File: src/rtl/mem_access.sv
// Load/store unit bridging the execute stage to a single-beat req/ack bus.
// Optional alignment checking is enabled by defining MEM_ACCESS_ALIGN_CHECK_EN.
module mem_access #(
    parameter int unsigned TIMEOUT_CYCLES = 255
) (
    input  logic        clk,
    input  logic        rst_n,
    input  logic        start_i,
    input  logic [2:0]  mem_op_i,
    input  logic [31:0] addr_i,
    input  logic [31:0] wdata_i,
    output logic        busy_o,
    output logic        done_o,
    output logic [31:0] rdata_o,
    output logic        fault_o,
    output logic        bus_req_o,
    output logic        bus_we_o,
    output logic [31:0] bus_addr_o,
    output logic [3:0]  bus_be_o,
    output logic [31:0] bus_wdata_o,
    input  logic        bus_ack_i,
    input  logic [31:0] bus_rdata_i
);

    typedef enum logic [1:0] {
        S_IDLE,
        S_REQ,
        S_FIN
    } state_t;

    localparam logic [15:0] CNT_LAST = 16'(TIMEOUT_CYCLES - 1);

    state_t      state_q, state_d;
    logic [15:0] cnt_q, cnt_d;
    logic [2:0]  op_q, op_d;
    logic [1:0]  off_q, off_d;
    logic [31:0] rdata_q, rdata_d;
    logic        fault_q, fault_d;
    logic        bus_req_q, bus_req_d;
    logic        bus_we_q, bus_we_d;
    logic [31:0] bus_addr_q, bus_addr_d;
    logic [3:0]  bus_be_q, bus_be_d;
    logic [31:0] bus_wdata_q, bus_wdata_d;

    logic        sz_byte, sz_half, is_store, misaligned;
    logic [3:0]  be_new;
    logic [31:0] wdata_new, load_val;
    logic [7:0]  rd_byte;
    logic [15:0] rd_half;

    // Request decode from the live inputs; only used on the IDLE->REQ edge.
    always_comb begin
        sz_byte  = (mem_op_i == 3'd0) || (mem_op_i == 3'd3) || (mem_op_i == 3'd5);
        sz_half  = (mem_op_i == 3'd1) || (mem_op_i == 3'd4) || (mem_op_i == 3'd6);
        is_store = (mem_op_i >= 3'd5);
        if (sz_byte) begin
            be_new    = 4'b0001 << addr_i[1:0];
            wdata_new = {4{wdata_i[7:0]}};
        end else if (sz_half) begin
            be_new    = addr_i[1] ? 4'b1100 : 4'b0011;
            wdata_new = {2{wdata_i[15:0]}};
        end else begin
            be_new    = 4'b1111;
            wdata_new = wdata_i;
        end
    end

`ifdef MEM_ACCESS_ALIGN_CHECK_EN
    always_comb misaligned = (sz_half && addr_i[0]) ||
                             (!sz_byte && !sz_half && (addr_i[1:0] != 2'b00));
`else
    always_comb misaligned = 1'b0;
`endif

    always_comb begin
        rd_byte = bus_rdata_i[{off_q, 3'b000} +: 8];
        rd_half = off_q[1] ? bus_rdata_i[31:16] : bus_rdata_i[15:0];
        case (op_q)
            3'd0:    load_val = {{24{rd_byte[7]}}, rd_byte};
            3'd1:    load_val = {{16{rd_half[15]}}, rd_half};
            3'd2:    load_val = bus_rdata_i;
            3'd3:    load_val = {24'd0, rd_byte};
            3'd4:    load_val = {16'd0, rd_half};
            default: load_val = '0;
        endcase
    end

    always_comb begin
        state_d     = state_q;
        cnt_d       = cnt_q;
        op_d        = op_q;
        off_d       = off_q;
        rdata_d     = rdata_q;
        fault_d     = fault_q;
        bus_req_d   = bus_req_q;
        bus_we_d    = bus_we_q;
        bus_addr_d  = bus_addr_q;
        bus_be_d    = bus_be_q;
        bus_wdata_d = bus_wdata_q;
        case (state_q)
            S_IDLE: begin
                if (start_i) begin
                    op_d    = mem_op_i;
                    off_d   = addr_i[1:0];
                    cnt_d   = '0;
                    fault_d = 1'b0;
                    if (misaligned) begin
                        state_d = S_FIN;
                        fault_d = 1'b1;
                        rdata_d = '0;
                    end else begin
                        state_d     = S_REQ;
                        bus_req_d   = 1'b1;
                        bus_we_d    = is_store;
                        bus_addr_d  = {addr_i[31:2], 2'b00};
                        bus_be_d    = be_new;
                        bus_wdata_d = wdata_new;
                    end
                end
            end
            S_REQ: begin
                // An ack arriving on the final allowed cycle still completes normally.
                if (bus_ack_i) begin
                    state_d   = S_FIN;
                    bus_req_d = 1'b0;
                    fault_d   = 1'b0;
                    rdata_d   = load_val;
                end else if (cnt_q == CNT_LAST) begin
                    state_d   = S_FIN;
                    bus_req_d = 1'b0;
                    fault_d   = 1'b1;
                    rdata_d   = '0;
                end else begin
                    cnt_d = cnt_q + 16'd1;
                end
            end
            S_FIN:   state_d = S_IDLE;
            default: state_d = S_IDLE;
        endcase
    end

    always_ff @(posedge clk or negedge rst_n) begin
        if (!rst_n) begin
            state_q     <= S_IDLE;
            cnt_q       <= '0;
            op_q        <= '0;
            off_q       <= '0;
            rdata_q     <= '0;
            fault_q     <= 1'b0;
            bus_req_q   <= 1'b0;
            bus_we_q    <= 1'b0;
            bus_addr_q  <= '0;
            bus_be_q    <= '0;
            bus_wdata_q <= '0;
        end else begin
            state_q     <= state_d;
            cnt_q       <= cnt_d;
            op_q        <= op_d;
            off_q       <= off_d;
            rdata_q     <= rdata_d;
            fault_q     <= fault_d;
            bus_req_q   <= bus_req_d;
            bus_we_q    <= bus_we_d;
            bus_addr_q  <= bus_addr_d;
            bus_be_q    <= bus_be_d;
            bus_wdata_q <= bus_wdata_d;
        end
    end

    assign busy_o      = (state_q == S_REQ);
    assign done_o      = (state_q == S_FIN);
    assign fault_o     = fault_q && (state_q == S_FIN);
    assign rdata_o     = rdata_q;
    assign bus_req_o   = bus_req_q;
    assign bus_we_o    = bus_we_q;
    assign bus_addr_o  = bus_addr_q;
    assign bus_be_o    = bus_be_q;
    assign bus_wdata_o = bus_wdata_q;

endmodule

File: config.mk
export PLATFORM = sky130hd
export DESIGN_NAME = mem_access
export DESIGN_NICKNAME = d
export VERILOG_FILES = /design/src/rtl/mem_access.sv
export SDC_FILE = /design/constraint.sdc
export NUM_CORES = 1
export LEC_CHECK = 0
export CAP_MARGIN = 25
export CORE_UTILIZATION = 40
export DETAILED_ROUTE_END_ITERATION = 10
export MAX_ROUTING_LAYER = met4
export PLACE_DENSITY = 0.78
export SLEW_MARGIN = 15
export SYNTH_ARGS = -nofsm -noshare
export SYNTH_HDL_FRONTEND = slang
export SYNTH_SLANG_ARGS = --single-unit
File: constraint.sdc
create_clock -name clk -period 1.8 [get_ports clk]
set_input_delay 0.18 -clock clk [delete_from_list [all_inputs] [get_ports clk]]
set_output_delay 0.18 -clock clk [all_outputs]
set_load 0.005 [all_outputs]
---- After elaboration in Yosys (flattened, before gate mapping) ----
Cells that the tools add are included.
storage, ports and cells
  memories ................................ 0
  word-level logic and storage cells ...... 71
  bits in latches ......................... 0
  bits in writable memories ............... 0
  bits in read-only memories .............. 0
  register bits after elaboration ......... 124
  output and inout bits ................... 105
operators by class
  div/mod/pow operators ................... 0
  bitwise gates (word level) .............. 0
  equality and inequality tests ........... 16
  multiplexer cells ....................... 25
  $add $sub $neg .......................... 1
  reduce and logical (&&, ||, !) cells .... 15
  multipliers ............................. 0
  $lt $le $gt $ge ......................... 1
  shifts and indexed selects .............. 2
operators with widths
  cell                   count
  $pmux 32 s5            1
  $mux 32                4
  $mux 16                4
  $pmux 16 s2            1
  $shiftx 32x6->8        1
  $add 16x1->16 const B  1
  $eq 16x8->1 const B    1
  $eq 3x3->1 const B     4
  $mux 4                 3
  $eq 3x2->1 const B     3
  $eq 3x1->1 const B     2
  $logic_not 3->1        2
  $mux 1                 6
  $mux 2                 3
  $ne 2x2->1 const B     3
  $reduce_and 2->1       3
  $logic_or 1x1->1       4
  $pmux 1 s2             2
  $pmux 2 s2             1
  $reduce_and 4->1       1
  $reduce_bool 2->1      2
  $shl 1x2->4 const A    1
  $ge 3x3->1 const B     1
  $ne 3x1->1 const B     1
  other kinds (5)        5

---- Longest topological paths before layout ----
Gate-level depths: netlist of the first run.
  depth in word-level cells ............... 5
  gate-level depth with buffers ........... 9

---- Worst setup path after synthesis of the first run ----
OpenSTA, ideal clock, no wires.
  path kind ............................... register -> register
  from .................................... register cnt_q[0]
  to ...................................... register cnt_q[4]
  clock period less this slack ............ 1.860 ns
  buffers on the path ..................... 2
  setup slack ............................. -0.060 ns
  cell stages (with the launch flop) ...... 10
  setup time .............................. 0.129 ns
  data arrival time ....................... 1.731 ns
  cell sequence ........................... dfrtp_1 -> inv_1 -> ha_1 -> nor4b_2 -> and4b_1 -> buf_2 -> or2_1 -> buf_2 -> o211ai_1 -> o31ai_1
on the way
  cells in the longest elaborated chain, start to end .. 4
  elaborated cells on any way between the ends .. 7
  those cells by class .................... add/sub (1); eq/ne (2); mux (3); reduce/logical (1)
RTL lines
  element                 RTL line  RTL
  from (decl)             34        logic [15:0] cnt_q, cnt_d;
  from (signal assigned)  157       cnt_q <= cnt_d;
  $add 16x1->16           134       cnt_d = cnt_q + 16'd1;
  $mux 16                 128       end else if (cnt_q == CNT_LAST) begin
  $mux 16                 123       if (bus_ack_i) begin
  $pmux 16 s2             100       case (state_q)
Parallel ways exist; a longest one is shown, timed or not. The select of a mux whose other input is x is not followed.
A chain may end at the register's enable or synchronous reset.

---- Worst setup path after layout of the first run ----
  from .................................... register cnt_q[1]
  to ...................................... register cnt_q[5]
The elaborated chain is that of the path after synthesis.

==> impl_metrics.toml, run 1 <==
[routing]
drc = 0
viasPerCell = 5.31
avgRoutedWirePerCell_um = 16.3
drt-pass1-iter-count = 7
wl_mm = 17.4
via_count = 5670
ant_nets = 0
drt_iter0_drc = 354

[global_route]
antenna_found_initial = 0
grt_overflow = 0
grt_pass1_wl_mm = 26.9
first_global_vias = 5453
groute.usage.overall_pct = 23.6
grt_max_degree = 57

[worst_setup_path]
r2r-end = "cnt_q[5]"
required_ns = 2.12
critPathLaunchType = "register"
cpMaxStageDelayCell = "dfrtp_1"
max_stage_delay_ns = 0.39
rr_worst_depth = 6
rrSetupSlack_ns = -0.08
path_cells = "ha_2 > nor4b_4 > and4b_2 > or2_4 > or3_1 > a21oi_1"
rr_startpoint = "cnt_q[1]"
cp.arrival_ns = 2.20
cp_max_fo = 5
critical_path_class = "reg -> reg"
endpoint_kind = "register"

[logic_synthesis]
synth_commonest_cells = "nand2_1 (195), dfrtp_1 (124), o21ai_1 (41), a21oi_1 (29), mux2i_1 (27)"
ys_seq_elements = 124
synth.avg_cell_area_um2 = 9.27
synthArstFlopShare_pct = 100
ys_types = 56
dominantRegCellSynth = "dfrtp_1"
yosysTopAreaCellShare_pct = 52.4
synthTopCellsByArea = "dfrtp_1 (52%), nand2_1 (12%), mux2i_1 (4.6%), o21ai_1 (3.5%), a21oi_1 (2.5%)"
synth_cells = 639
synth_top_area_cell = "dfrtp_1"
yosysWarnings = 0
syn_area_mm2 = 0.00592
synth_most_common_cell = "nand2_1"
synth_edf_count = 0
seq_area_frac_synth_pct = 52.4

[finish]
fillers = 1160
multi_input_area_mm2 = 0.00271
drive_gt1_share_pct = 15.0
fin_nets = 978
diodes = 0
area_growth_syn_to_layout_pct = 55.8
regArea_mm2 = 0.00311
instances_no_fill = 1068

[timing]
clock.fmax_mhz = 532
drv_slew = 0
rsz0062_at_grt = "yes"
fin_crit_ns = 1.88
setup_slack_ns = -0.0788
finalCritPeriodShare_pct = 104
finalSetupViolCount = 7
hold_viol = 0
skew_ns = 0.00554

[pwr]
power_leakage_nw = 4.15
powerDensity_mw_per_mm2 = 1420
ir_drop_uv = 725

[floorplan]
start_util_pct = 40.9
core_area_mm2 = 0.0145
dieArea_mm2 = 0.0153
io_pins = 208
die_x_um = 124
rows = 44
dieHeight_um = 124

[worst_hold_path]
hold_class = "in -> async"

[clock_network]
numClockSinks = 124
worst_skew_pair.late_latency_ns = 0.41
cts_max_level = 4
clk_pin_slew_worst_paths_ns = 0.05
cts_buffers = 17
clock_path_buffers = 2
cts_root_buffer = "clkbuf_16"
cts_tree = "done"

[placement]
dp_hpwl_mm = 12.3
portBuffers = 205
pre_cts_slack_ns = -0.0989
gp_congestion = 0.856
numPlacedInstances = 1032

[status]
violations = "negative setup slack"
status = "finished, violations left"

[flow_run]
maxCapViolations = 0
-- cell type report --
cell class	instances	area share, %
tap	184	2.50
inverter	8	0.326
clock buffer	23	5.18
multi-input combinational	462	29.4
clock inverter	7	0.977
sequential	124	33.7
timing repair buffer	260	27.9
-- state kept, by name, indices dropped and copies added (netlist names) --
| name | cells |
|---|---|
| op_q | 3 |
| cnt_q | 16 |
| bus_wdata_o | 32 |
| fault_q | 1 |
| bus_we_o | 1 |
| bus_addr_o | 30 |
| off_q | 2 |
| rdata_o | 32 |
| bus_req_o | 1 |
| bus_be_o | 4 |
| state_q | 2 |
-- what timing repair did --
action                                 4_1_cts  5_1_grt
gates resized for setup                      5       33
setup endpoints to repair                   11       39
setup buffers                                0        2
endpoints found under the hold margin       27        0
pin swaps                                    0       17
hold buffers                                 1        0
cloned                                       0        3
-- report_power, final --
group          switching (mW)  internal (mW)
registers               0.661           3.76
clock network            1.19           2.12
logic                    2.30           3.02
total                    4.15           8.91
-- routing by layer --
layer	global-route usage [%]	part of all wire, %	up-vias
met5	-	0	-
met4	9.49	2.3	0
li1	-	-	2692
met2	37.1	49	247
met1	30.1	42	2696
met3	4.49	7.0	35
-- worst max-delay path, delay by kind of cell, from the launching register on --
| kind | cells | cell delay [ns] |
|---|---|---|
| adders and majority gates | 1 | 0.18 |
| AOI/OAI and AO/OA | 1 | 0.16 |
| and+or+nand+nor | 4 | 1.07 |
| DFF | 1 | 0.39 |
-- worst max-delay path by stage --
stage	from	end	slack [ns]	depth (start not counted)
2_1_floorplan	cnt_q[0]	cnt_q[5]	0.009	8
3_3_place_gp	bus_ack_i	cnt_q[10]	-0.08	6
3_5_place_dp	bus_ack_i	cnt_q[11]	-0.1	6
4_1_cts	cnt_q[1]	cnt_q[5]	0.0004	6
5_1_grt	cnt_q[0]	cnt_q[5]	-0.13	7
6_report	cnt_q[1]	cnt_q[5]	-0.08	6
-- through the flow --
step	power, mW	instance area (um2)	hold slack [ns]	utilization [%]	TNS, ns
global route	13.9	9220	0.300	63.7	-2.24
finish	13.1	9220	0.255	63.7	-0.174
global placement	9.50	8500	0.152	58.7	-0.548
CTS	13.0	9080	0.266	62.7	0
floorplan	6.53	5960	-0.116	-	0
detailed placement	9.60	8500	0.146	58.7	-1.43
-- cells by family (layout without fill, tap and decap cells) --
kind of cell | after synthesis | in the layout | synth area share, %
flops | 124 | 124 | 52.4
xor+xnor | 13 | 13 | 2.05
mux | 35 | 35 | 6.09
compound gates | 142 | 143 | 15.2
buf+inv | 55 | 298 | 4.06
fa+ha+maj | 2 | 2 | 0.423
other cells | 1 | 2 | 0.0633
simple gates | 267 | 267 | 19.7
-- layout by cell type (no fill, tap or decap), types with 6 or more instances in the layout --
cell type and count:
a21oi_1 29, mux2i_1 27, nor2_1 17, clkdlybuf4s50_1 202
nand2_2 12, o21ai_1 35, nand2_1 182, mux2_2 8
a222oi_1 7, nand3_1 11, dfrtp_1 119, a221o_1 6
nand4_1 7, clkbuf_16 17, o21ai_0 19, o21ai_2 7
xor2_1 10, buf_12 8, o211ai_1 10, buf_4 44
o221ai_1 8
No activity file was read; power rests on OpenSTA's default activity.
==> run 2, diff against run 1 <==
--- a/config.mk
+++ b/config.mk
@@ -5,6 +5,7 @@
 export SDC_FILE = /design/constraint.sdc
 export NUM_CORES = 1
 export LEC_CHECK = 0
+export ABC_CLOCK_PERIOD_IN_PS = 1800
 export CAP_MARGIN = 25
 export CORE_UTILIZATION = 40
 export DETAILED_ROUTE_END_ITERATION = 10
==> results of run 2 <==
Same layout as run 1: the final DEF is identical, and so are final timing and power.
